--- src/rtl/data_table_search_bounded.sv ---
// Bounded linked-list search over an external data table: walks a bucket chain
// until the key matches, the chain ends, or MAX_CHAIN_LEN nodes have been read.
// Optional event counters are built only when DATA_TABLE_SEARCH_STATS_EN is defined.
module data_table_search_bounded #(
  parameter int KEY_WIDTH     = 32,
  parameter int VALUE_WIDTH   = 32,
  parameter int A_WIDTH       = 8,
  parameter int MAX_CHAIN_LEN = 16,
  localparam int HW           = $clog2(MAX_CHAIN_LEN + 1)
) (
  input  logic                   clk_i,
  input  logic                   rst_n_i,
  input  logic [KEY_WIDTH-1:0]   task_key_i,
  input  logic [A_WIDTH-1:0]     task_head_ptr_i,
  input  logic                   task_head_ptr_val_i,
  input  logic                   task_valid_i,
  output logic                   task_ready_o,
  input  logic                   rd_avail_i,
  output logic                   rd_en_o,
  output logic [A_WIDTH-1:0]     rd_addr_o,
  input  logic [KEY_WIDTH-1:0]   rd_key_i,
  input  logic [VALUE_WIDTH-1:0] rd_value_i,
  input  logic [A_WIDTH-1:0]     rd_next_ptr_i,
  input  logic                   rd_next_ptr_val_i,
  input  logic                   rd_data_val_i,
  output logic [KEY_WIDTH-1:0]   result_key_o,
  output logic [VALUE_WIDTH-1:0] result_value_o,
  output logic [1:0]             result_res_o,
  output logic [HW-1:0]          result_hops_o,
  output logic                   result_valid_o,
  input  logic                   result_ready_i,
  output logic [31:0]            stat_found_o,
  output logic [31:0]            stat_miss_o,
  output logic [31:0]            stat_abort_o,
  output logic [2:0]             state_dbg_o
);

  // Handshakes: a transfer happens on a rising clk_i edge where valid and ready
  // are both 1; once raised, result_valid_o and the result fields hold until then.

  typedef enum logic [2:0] {
    S_IDLE  = 3'd0,
    S_ISSUE = 3'd1,
    S_WAIT  = 3'd2,
    S_FOUND = 3'd3,
    S_MISS  = 3'd4,
    S_ABORT = 3'd5
  } state_t;

  localparam logic [HW-1:0] MAX_HOPS = HW'(MAX_CHAIN_LEN);

  state_t                 state_q, state_d;
  logic [KEY_WIDTH-1:0]   key_q;
  logic [VALUE_WIDTH-1:0] value_q;
  logic [A_WIDTH-1:0]     addr_q;
  logic [HW-1:0]          hops_q;

  always_ff @(posedge clk_i) begin
    if (!rst_n_i) state_q <= S_IDLE;
    else          state_q <= state_d;
  end

  always_comb begin
    state_d = state_q;
    case (state_q)
      S_IDLE:  if (task_valid_i) state_d = task_head_ptr_val_i ? S_ISSUE : S_MISS;
      S_ISSUE: if (rd_avail_i) state_d = S_WAIT;
      S_WAIT: begin
        if (rd_data_val_i) begin
          if (rd_key_i == key_q)      state_d = S_FOUND;
          else if (!rd_next_ptr_val_i) state_d = S_MISS;
          else if (hops_q == MAX_HOPS) state_d = S_ABORT;
          else                         state_d = S_ISSUE;
        end
      end
      S_FOUND, S_MISS, S_ABORT: if (result_ready_i) state_d = S_IDLE;
      default: state_d = S_IDLE;
    endcase
  end

  // value_q is cleared on accept so MISS/ABORT results always report zero.
  always_ff @(posedge clk_i) begin
    if (!rst_n_i) begin
      key_q   <= '0;
      value_q <= '0;
      addr_q  <= '0;
      hops_q  <= '0;
    end else begin
      case (state_q)
        S_IDLE: begin
          if (task_valid_i) begin
            key_q   <= task_key_i;
            value_q <= '0;
            hops_q  <= '0;
            if (task_head_ptr_val_i) addr_q <= task_head_ptr_i;
          end
        end
        S_ISSUE: if (rd_avail_i) hops_q <= hops_q + HW'(1);
        S_WAIT: begin
          if (state_d == S_FOUND) value_q <= rd_value_i;
          if (state_d == S_ISSUE) addr_q  <= rd_next_ptr_i;
        end
        default: ;
      endcase
    end
  end

  always_comb begin
    result_res_o = 2'd0;
    case (state_q)
      S_MISS:  result_res_o = 2'd1;
      S_ABORT: result_res_o = 2'd2;
      default: result_res_o = 2'd0;
    endcase
  end

  assign task_ready_o   = (state_q == S_IDLE);
  assign rd_en_o        = (state_q == S_ISSUE) && rd_avail_i;
  assign rd_addr_o      = addr_q;
  assign result_valid_o = (state_q == S_FOUND) || (state_q == S_MISS) || (state_q == S_ABORT);
  assign result_key_o   = key_q;
  assign result_value_o = value_q;
  assign result_hops_o  = hops_q;
  assign state_dbg_o    = state_q;

`ifdef DATA_TABLE_SEARCH_STATS_EN
  logic [31:0] found_cnt_q, miss_cnt_q, abort_cnt_q;

  always_ff @(posedge clk_i) begin
    if (!rst_n_i) begin
      found_cnt_q <= '0;
      miss_cnt_q  <= '0;
      abort_cnt_q <= '0;
    end else if (result_valid_o && result_ready_i) begin
      if (state_q == S_FOUND) found_cnt_q <= found_cnt_q + 32'd1;
      if (state_q == S_MISS)  miss_cnt_q  <= miss_cnt_q + 32'd1;
      if (state_q == S_ABORT) abort_cnt_q <= abort_cnt_q + 32'd1;
    end
  end

  assign stat_found_o = found_cnt_q;
  assign stat_miss_o  = miss_cnt_q;
  assign stat_abort_o = abort_cnt_q;
`else
  assign stat_found_o = '0;
  assign stat_miss_o  = '0;
  assign stat_abort_o = '0;
`endif

endmodule

--- config.mk ---
export PLATFORM = sky130hd
export DESIGN_NAME = data_table_search_bounded
export DESIGN_NICKNAME = d
export VERILOG_FILES = /design/src/rtl/data_table_search_bounded.sv
export SDC_FILE = /design/constraint.sdc
export NUM_CORES = 1
export LEC_CHECK = 0
export CAP_MARGIN = 20
export CORE_AREA = 2 2 117 119
export DETAILED_ROUTE_END_ITERATION = 10
export DIE_AREA = 0 0 119 121
export PLACE_DENSITY = 0.79
export SKIP_CTS_REPAIR_TIMING = 1
export SLEW_MARGIN = 5
export SYNTH_ARGS = -nofsm -noshare
export SYNTH_HDL_FRONTEND = slang
export SYNTH_SLANG_ARGS = --single-unit
--- constraint.sdc ---
create_clock -name clk_i -period 3.6 [get_ports clk_i]
set_input_delay 0.54 -clock clk_i [delete_from_list [all_inputs] [get_ports clk_i]]
set_output_delay 0.54 -clock clk_i [all_outputs]
set_load 0.02 [all_outputs]
==> summary.txt, run 1 <==
Detailed placement HPWL: 9843 microns
CP Class: reg2out
Path type of the worst min-delay path: reg2reg
Async SR Flop Fraction: 0%
Reg clk slew, reported paths: 60 ps
Port buffer count: 204
Synth Instances: 561
Static Leakage: 0.002902 uW
CTS tree: done
Fin. Hold Viols: 0
Core footprint: 13090 sq um
Rel. slew slack: 59.45%
Synth cell types: 38
Total Wirelength: 13140 microns
Top FF cell, synth: dfxtp_1
Status: complete, no violations
Clk buf depth: 2
Synthesis-to-finish area growth: 46.78%
Final max-slew violation count: 0
Yosys warns: 0
Grt total ovfl: 0
Number of global-route vias before repair: 3660
Req. time, crit path: 3060 ps
Largest net degree at the start of global routing: 67
Clock Skew: 8.653 ps
Die Y: 121 microns
Final period util: 74.94%
Startpoint types: flop
Drc violations: 0
Antenna-violating nets left: 0
# H-tree levels: 3
Die outline area: 14400 sq um
Antenna violations before repair: 0
Row count: 42
Clock latency on the worst-skew pair: 340 ps
Detailed Routing Iterations Pass 1: 4
RSZ-0062 raised after global routing: no
Layout cells sized above 1: 4.354%
Root Buffer: clkbuf_16
Fin cells: 934
DRT iter0 DRCs: 146
# setup viols final: 0
Total GRT Usage: 17.56%
Avg Inst Size Synth: 8.201 sq um
Layout Nets: 876
Vias per cell: 4.381
Via Count: 4092
RePlAce Congestion: 0.8938
Max-cap violation count: 0
Crit path DAT: 2160 ps
Max IR drop VDD: 0.0002274 V
DR WL/cell: 14.07 microns
Number of synthesized register bits: 80
Syn Std Cell Area: 4601 sq um
Shortest period the worst path allows: 2698 ps
Post-synth EDFFs: 0
Starting density of the core: 35.16%
Cell Count Post-Placement: 919
Setup TNS: 0 ps
Slew @ Worst Pin: 608.2 ps
Clock sink count: 80
Seq/Total Area, Yosys: 34.81%
First-pass GRT wire length: 19760 microns
Worst-path fanout max: 12
I/O pin cnt: 301
Num CTS Buffers: 9
Die width: 119 microns
Fmax: 0.3707 GHz
P per Cell Area: 363.7 nW/um^2
Antenna Cells: 0
Post-layout power: 2456 uW
Endpoint class of the critical path: primary output
-- stage by stage --
stage               hold WS [ps]  setup WS [ps]  instance area (sq um)  utilization (%)
floorplan                  535.1           1604                   4957                -
global placement           444.5          918.5                   6431            49.15
detailed placement         450.8          908.8                   6431            49.15
CTS                        459.2          869.0                   6753            51.61
global route               482.3          759.7                   6753            51.61
finish                     455.2          902.1                   6753            51.61
-- cells by family (layout without fill, tap and decap cells) --
| group | Yosys count | after routing | share of synthesized area [%] |
|---|---|---|---|
| muxes | 42 | 42 | 9.410 |
| xor gates and xnor gates | 35 | 35 | 6.663 |
| and+or+nand+nor | 213 | 213 | 21.95 |
| DFF | 80 | 80 | 34.81 |
| AOI/OAI and AO/OA | 58 | 58 | 7.561 |
| other | 1 | 96 | 0.08151 |
| adders and majority gates | 2 | 2 | 0.5438 |
| buffers and inverters | 130 | 232 | 18.98 |
-- placed cells by master (no fill, tap or decap), types with 3 or more instances in the layout --
cell type | Yosys | final
dfxtp_1 | 80 | 80
nand4_1 | 10 | 10
nor2b_1 | 4 | 4
xor2_1 | 3 | 3
clkbuf_16 | 0 | 9
buf_4 | 96 | 9
inv_1 | 3 | 3
nand3_1 | 26 | 26
clkdlybuf4s50_1 | 0 | 203
nand2_1 | 139 | 139
a21o_1 | 8 | 8
mux2_1 | 8 | 8
xnor2_1 | 32 | 32
mux2i_1 | 32 | 32
a21oi_1 | 35 | 35
and3_1 | 16 | 16
nor2_1 | 6 | 5
a31oi_1 | 8 | 8
conb_1 | 1 | 96
-- final cells by class --
| class | count | area (sq um) |
|---|---|---|
| Clock inverter | 3 | 65.06 |
| Inverter | 4 | 15.01 |
| Sequential cell | 80 | 1602 |
| Tap cell | 176 | 220.2 |
| Fill cell | 1244 | 6332 |
| Multi-Input combinational cell | 446 | 2490 |
| Timing Repair Buffer | 213 | 2105 |
| Clock buffer | 12 | 256.5 |
-- where the power goes --
group          switching, uW  internal (uW)  total (uW)
clock                    352            640         992
sequential              34.9            917         951
combinational            277            235         512
total                    664           1790        2460
-- layer usage --
metal  routed length, microns  global-route usage, %  vias to the layer above
li1                         -                      -                     2056
met1                     5809                  23.22                     1877
met2                     6457                  28.41                      145
met3                      666                  3.102                       14
met4                      206                  7.068                        0
met5                        0                      0                        -
-- critical path, stage by stage, from the launching register on --
cell	delay, ps
dfxtp_1	650
nor2b_1	230
nand2_1	120
inv_1	170
clkdlybuf4s50_1	650
-- synth_stat cells (3+ instances only) --
cell / instances / share of area, %
xor2_1: 3 / 0.57
clkbuf_1: 25 / 2.0
nand4_1: 10 / 1.4
dfxtp_1: 80 / 35
nand2_1: 139 / 11
a31oi_1: 8 / 1.1
buf_4: 96 / 16
nor2b_1: 4 / 0.54
xnor2_1: 32 / 6.1
a21oi_1: 35 / 3.8
and3_1: 16 / 2.2
nand3_1: 26 / 2.8
nor2_1: 6 / 0.49
inv_1: 3 / 0.24
a21o_1: 8 / 1.3
mux2i_1: 32 / 7.0
nor3b_1: 3 / 0.49
mux2_1: 8 / 2.0
buf_6: 3 / 0.73
-- sequential cells by signal, summed over array words and instances (netlist names) --
register / cells
result_key_o: 32
result_value_o: 32
rd_addr_o: 8
result_hops_o: 5
state_dbg_o: 3
-- final timing paths --
kind                                            to  slack, ps          startpoint  cells past startpoint
worst max-delay path                       rd_en_o        900      state_dbg_o[0]                      4
worst min-delay path            result_value_o[15]        460  result_value_o[15]                      2
worst max register to register        rd_addr_o[4]       1350      state_dbg_o[1]                      6
worst min register to register  result_value_o[15]        460  result_value_o[15]                      2
Power figures use the tool's default switching activity.
==> run 2: changes to the inputs <==
--- a/config.mk
+++ b/config.mk
@@ -6,10 +6,10 @@
 export NUM_CORES = 1
 export LEC_CHECK = 0
 export CAP_MARGIN = 20
-export CORE_AREA = 2 2 117 119
+export CORE_AREA = 2 2 118 120
 export DETAILED_ROUTE_END_ITERATION = 10
-export DIE_AREA = 0 0 119 121
-export PLACE_DENSITY = 0.79
+export DIE_AREA = 0 0 120 122
+export PLACE_DENSITY = 0.77
 export SKIP_CTS_REPAIR_TIMING = 1
 export SLEW_MARGIN = 5
 export SYNTH_ARGS = -nofsm -noshare
==> constraint.sdc (replaced) <==
create_clock -name clk_i -period 2.7 [get_ports clk_i]
set_input_delay 0.405 -clock clk_i [delete_from_list [all_inputs] [get_ports clk_i]]
set_output_delay 0.405 -clock clk_i [all_outputs]
set_load 0.02 [all_outputs]
==> summary.txt, run 2 (synthesized netlist as in run 1, its figures left out) <==
Slew @ Worst Pin: 589.5 ps (-18.68 ps)
Psw: 908.9 uW (+37%)
Logic gate share of total power: 20.9% (about the same)
Worst setup path start: rd_avail_i
Int Pwr: 2373 uW (+32%)
Total Wirelength: 13030 microns (-0.81%)
Detailed Routing Iterations Pass 1: 4 (unchanged)
Endpoint class of the critical path: primary output
Die Y: 122 microns (+0.83%)
Final period util: 88.64%
CP Class: in2out
RePlAce Congestion: 0.8630 (-3.4%)
# H-tree levels: 3 (unchanged)
Static Leakage: 0.002917 uW (+0.52%)
PnR worst setup slack: 306.7 ps (-595.4 ps)
Clock Skew: 7.062 ps (-1.591 ps)
Via Count: 4075 (-0.42%)
Placement Setup Slack: 291.8 ps (-616.9 ps)
# setup viols final: 0 (unchanged)
DRT iter0 DRCs: 149 (+2.1%)
Max IR drop VDD: 0.0003192 V (+40%)
Reg2reg end: rd_addr_o[1]
Shortest period the worst path allows: 2393 ps
Num CTS Buffers: 9 (unchanged)
Fmax: 0.4178 GHz
Die width: 120 microns (+0.84%)
GR Layer Usage met2: 26.56% (-1.8 points)
Layout Nets: 879 (+0.34%)
Rel. slew slack: 60.70% (+1.2 points)
Total GRT Usage: 16.98% (-0.58 points)
Clock sink count: 80 (unchanged)
GR Util met1: 23.00% (-0.22 points)
Crit path DAT: 1990 ps (-170 ps)
Hold Crit Endpoint: result_value_o[26]
Met3 Resource Use GR: 4.167% (+1.1 points)
Core footprint: 13500 sq um (+3.2%)
Startpoint types: primary input
Vias per cell: 4.326 (-1.3%)
Reg clk slew, reported paths: 60 ps (about the same)
Largest net degree at the start of global routing: 40 (-40%)
Starting density of the core: 34.07% (-1.1 points)
P per Cell Area: 483.1 nW/um^2 (+33%)
Hold Crit Start: result_value_o[26]
Fill cells: 1296 (+4.2%)
Placed inst area: 6471 sq um (+0.62%)
Status: complete, no violations
FF-to-FF path depth: 6 (unchanged)
Clock network fraction of total power: 40.5% (about the same)
Switching part of the total: 27.69% (+0.67 points)
Setup TNS: 0 ps (unchanged)
Finished Cell Area: 6794 sq um (+0.61%)
Worst-path fanout max: 6 (-6)
Final max-slew violation count: 0 (unchanged)
CTS tree: done
Crit Reg-Reg Startpoint: state_dbg_o[1]
Reg power frac: 38.5% (-0.2 points)
Drc violations: 0 (unchanged)
Die outline area: 14640 sq um (+1.7%)
Req. time, crit path: 2300 ps (-760 ps)
Commonest cells after routing, fill and taps aside: 203 x clkdlybuf4s50_1, 139 x nand2_1, 96 x conb_1
Path type of the worst min-delay path: reg2reg
Number of global-route vias before repair: 3561 (-2.7%)
Root Buffer: clkbuf_16
Antenna-violating nets left: 0 (unchanged)
Max-cap violation count: 0 (unchanged)
Port buffer count: 204 (unchanged)
Detailed placement HPWL: 9797 microns (-0.47%)
Antenna Cells: 0 (unchanged)
Clock latency on the worst-skew pair: 340 ps (about the same)
Grt total ovfl: 0 (unchanged)
Hold path depth: 2 (unchanged)
I/O pin cnt: 301 (unchanged)
Antenna violations before repair: 0 (unchanged)
RSZ-0062 raised after global routing: no
GR peak layer: met2
DR WL/cell: 13.84 microns (-1.7%)
Layout cells sized above 1: 4.856% (+0.50 points)
First-pass GRT wire length: 19460 microns (-1.5%)
Fin. Hold Viols: 0 (unchanged)
Synthesis-to-finish area growth: 47.67%
Clk buf depth: 2 (unchanged)
R2R setup slack: 450 ps (-900 ps)
Row count: 43 (+2.4%)
Most common cell after layout, fill and taps aside: clkdlybuf4s50_1
-- run 2: stage by stage --
step           total power, uW  cells  utilization (%)  hold WS [ps]
5_1_grt                   3443    942            50.31         478.1
3_5_place_dp              1976    926            47.92         451.1
2_1_floorplan             1752    656                -         535.1
6_report                  3282    942            50.31         454.9
4_1_cts                   3331    942            50.31         460.2
3_3_place_gp              1975    926            47.92         443.4
-- run 2: critical path, cell delays in order --
cell,delay (ps)
clkdlybuf4s50_1,500
nor2b_1,180
nand2_1,110
inv_1,160
clkdlybuf4s50_1,630
-- run 2: area by class of cell --
class | count | area (sq um) | share of cell area, %
Inverter | 4 | 15.01 | 0.2210
Tap cell | 180 | 225.2 | 3.315
Sequential cell | 80 | 1602 | 23.57
Multi-Input combinational cell | 446 | 2490 | 36.65
Clock buffer | 11 | 242.7 | 3.573
Timing Repair Buffer | 216 | 2140 | 31.49
Clock inverter | 5 | 80.08 | 1.179
-- run 2: how the worst max path moves through the flow --
stage | to | cells after the start
floorplan | result_hops_o[2] | 6
global placement | result_value_o[1] | 7
detailed placement | result_value_o[15] | 7
CTS | rd_en_o | 5
global route | rd_en_o | 5
finish | rd_en_o | 5
-- run 2: power groups by stage --
| stage | logic, uW | registers, uW | clock network [uW] |
|---|---|---|---|
| after floorplan | 421 | 1330 | 0 |
| after global placement | 684 | 1290 | 0 |
| after detailed placement | 684 | 1290 | 0 |
| after CTS | 688 | 1270 | 1380 |
| after global routing | 742 | 1270 | 1430 |
| final | 687 | 1270 | 1330 |
-- run 2: layer usage --
| metal | routed length [microns] | vias to the layer above |
|---|---|---|
| met3 | 743 | 15 |
| met2 | 6215 | 156 |
| met4 | 191 | 0 |
| met1 | 5884 | 1848 |
| li1 | - | 2056 |
| met5 | 0 | - |
==> run 3: changes to the inputs <==
--- a/config.mk
+++ b/config.mk
@@ -6,10 +6,10 @@
 export NUM_CORES = 1
 export LEC_CHECK = 0
 export CAP_MARGIN = 20
-export CORE_AREA = 2 2 118 120
+export CORE_AREA = 2 2 117 119
 export DETAILED_ROUTE_END_ITERATION = 10
-export DIE_AREA = 0 0 120 122
-export PLACE_DENSITY = 0.77
+export DIE_AREA = 0 0 119 121
+export PLACE_DENSITY = 0.79
 export SKIP_CTS_REPAIR_TIMING = 1
 export SLEW_MARGIN = 5
 export SYNTH_ARGS = -nofsm -noshare
==> constraint.sdc (replaced) <==
create_clock -name clk_i -period 3.05 [get_ports clk_i]
set_input_delay 0.4575 -clock clk_i [delete_from_list [all_inputs] [get_ports clk_i]]
set_output_delay 0.4575 -clock clk_i [all_outputs]
set_load 0.02 [all_outputs]
==> summary.txt, run 3 (synthesized netlist as in run 1, its figures left out) <==
Status: complete, no violations
Cell Count Post-Placement: 919 (-0.76%)
Grt total ovfl: 0 (unchanged)
Crit Reg-Reg Startpoint: state_dbg_o[1]
Path type of the worst min-delay path: reg2reg
CP Class: reg2out
Clock Skew: 5.021 ps (-2.042 ps)
DRT iter0 DRCs: 137 (-8.1%)
Startpoint types: flop
Largest net degree at the start of global routing: 51 (+28%)
Rel. slew slack: 59.91% (-0.79 points)
Layout Nets: 876 (-0.34%)
Switching part of the total: 27.15% (-0.54 points)
Starting density of the core: 35.16% (+1.1 points)
Detailed Routing Iterations Pass 1: 4 (unchanged)
Static Leakage: 0.002902 uW (-0.52%)
CP max-delay cell: clkdlybuf4s50_1
Synthesis-to-finish area growth: 46.78%
Via Count: 4121 (+1.1%)
Most common cell after layout, fill and taps aside: clkdlybuf4s50_1
Detailed placement HPWL: 9725 microns (-0.74%)
Port buffer count: 204 (unchanged)
Total Wirelength: 12970 microns (-0.48%)
Hold path depth: 2 (unchanged)
Clk buf depth: 2 (unchanged)
Root Buffer: clkbuf_16
Clock latency on the worst-skew pair: 330 ps (about the same)
Req. time, crit path: 2590 ps (+290 ps)
Drc violations: 0 (unchanged)
Reg2reg end: rd_addr_o[2]
Layout cells sized above 1: 4.354% (-0.50 points)
PnR worst setup slack: 478.4 ps (+171.8 ps)
Clock sink count: 80 (unchanged)
Commonest cells after routing, fill and taps aside: 203 x clkdlybuf4s50_1, 139 x nand2_1, 96 x conb_1
Slew @ Worst Pin: 599.2 ps (+9.635 ps)
Crit-path cells: nor2b_1 -> nand2_1 -> inv_1 -> clkdlybuf4s50_1
Fin cells: 934 (-0.85%)
Final core utilization: 51.61% (+1.3 points)
Placement Setup Slack: 441.6 ps (+149.7 ps)
Hold Crit Endpoint: result_value_o[1]
Max IR drop VDD: 0.0002194 V (-31%)
Die width: 119 microns (-0.83%)
Logic gate share of total power: 20.8% (about the same)
Clock network fraction of total power: 40.6% (about the same)
R2R setup slack: 820 ps (+370 ps)
Post-layout power: 2904 uW (-12%)
RSZ-0062 raised after global routing: no
P per Cell Area: 430.1 nW/um^2 (-11%)
Number of global-route vias before repair: 3655 (+2.6%)
Fmax: 0.3889 GHz
Worst path max stage delay: 660 ps (+30 ps)
Die Y: 121 microns (-0.82%)
Reg power frac: 38.6% (about the same)
Reg clk slew, reported paths: 60 ps (about the same)
Final max-slew violation count: 0 (unchanged)
Vias per cell: 4.412 (+2.0%)
CTS tree: done
DR WL/cell: 13.89 microns (+0.37%)
# setup viols final: 0 (unchanged)
Endpoint class of the critical path: primary output
FF-to-FF path depth: 6 (unchanged)
Fin. Hold Viols: 0 (unchanged)
Int Pwr: 2116 uW (-11%)
Hold Crit Start: result_value_o[1]
Setup TNS: 0 ps (unchanged)
Worst-path fanout max: 12 (+6)
Psw: 788.5 uW (-13%)
Crit path DAT: 2110 ps (+120 ps)
Antenna Cells: 0 (unchanged)
Max-cap violation count: 0 (unchanged)
Fill cells: 1231 (-5.0%)
First-pass GRT wire length: 19540 microns (+0.42%)
I/O pin cnt: 301 (unchanged)
Shortest period the worst path allows: 2572 ps
Total GRT Usage: 17.38% (+0.40 points)
Register area: 1602 sq um (unchanged)
Num CTS Buffers: 9 (unchanged)
Die outline area: 14400 sq um (-1.6%)
# H-tree levels: 3 (unchanged)
Row count: 42 (-2.3%)
Antenna violations before repair: 0 (unchanged)
Final period util: 84.31%
Core footprint: 13090 sq um (-3.1%)
Footprint of the multi-input gates: 2490 sq um (unchanged)
RePlAce Congestion: 0.8702 (+0.83%)
Antenna-violating nets left: 0 (unchanged)
run 3: changes by cell type in the layout (fill, tap and decap cells not counted):
cell | before | now
buf_12 | 1 | 0
buf_4 | 11 | 9
clkbuf_8 | 1 | 2
clkinvlp_4 | 2 | 0
run 3: per-stage QoR:
step           hold WS (ps)  cell area (sq um)
2_1_floorplan         535.1               4957
4_1_cts               460.2               6753
6_report              456.3               6753
5_1_grt               476.8               6753
3_5_place_dp          452.3               6431
3_3_place_gp          443.1               6431
run 3: layer usage:
metal  vias up  track usage [%]  part of all wire, %  routed length, microns
li1       2051                -                    -                       -
met1      1901            23.22                   44                    5731
met2       155            27.98                   49                    6306
met3        14            3.008                  5.5                     709
met4         0            6.696                  1.7                     224
met5         -                0                    0                       0
run 3: layout make-up:
class                   count  share of cell area, %
multi-input cells         446                  36.87
repair buffers            213                  31.17
flip-flops and latches     80                  23.72
clock buffers              12                  3.798
well taps                 176                  3.261
clock inverters             3                 0.9635
inverters                   4                 0.2223
run 3: worst max-delay path: cells and delay by family, from the launching register on:
kind,cells,cell delay [ps]
and+or+nand+nor,2,340
DFF,1,620
buffers and inverters,2,830
run 3: worst max-delay path by stage:
stage                               from            endpoint  depth (start not counted)
after detailed placement    rd_key_i[25]  result_value_o[28]                          7
after global routing      state_dbg_o[0]             rd_en_o                          4
final                     state_dbg_o[0]             rd_en_o                          4
after global placement        rd_avail_i             rd_en_o                          5
after floorplan           state_dbg_o[1]    result_hops_o[2]                          6
after CTS                 state_dbg_o[0]             rd_en_o                          4
run 3: power groups by stage:
| stage | clock [uW] | sequential (uW) | combinational (uW) |
|---|---|---|---|
| floorplan | 0 | 1180 | 373 |
| global placement | 0 | 1140 | 600 |
| detailed placement | 0 | 1140 | 602 |
| CTS | 1220 | 1120 | 604 |
| global route | 1270 | 1130 | 647 |
| finish | 1180 | 1120 | 604 |
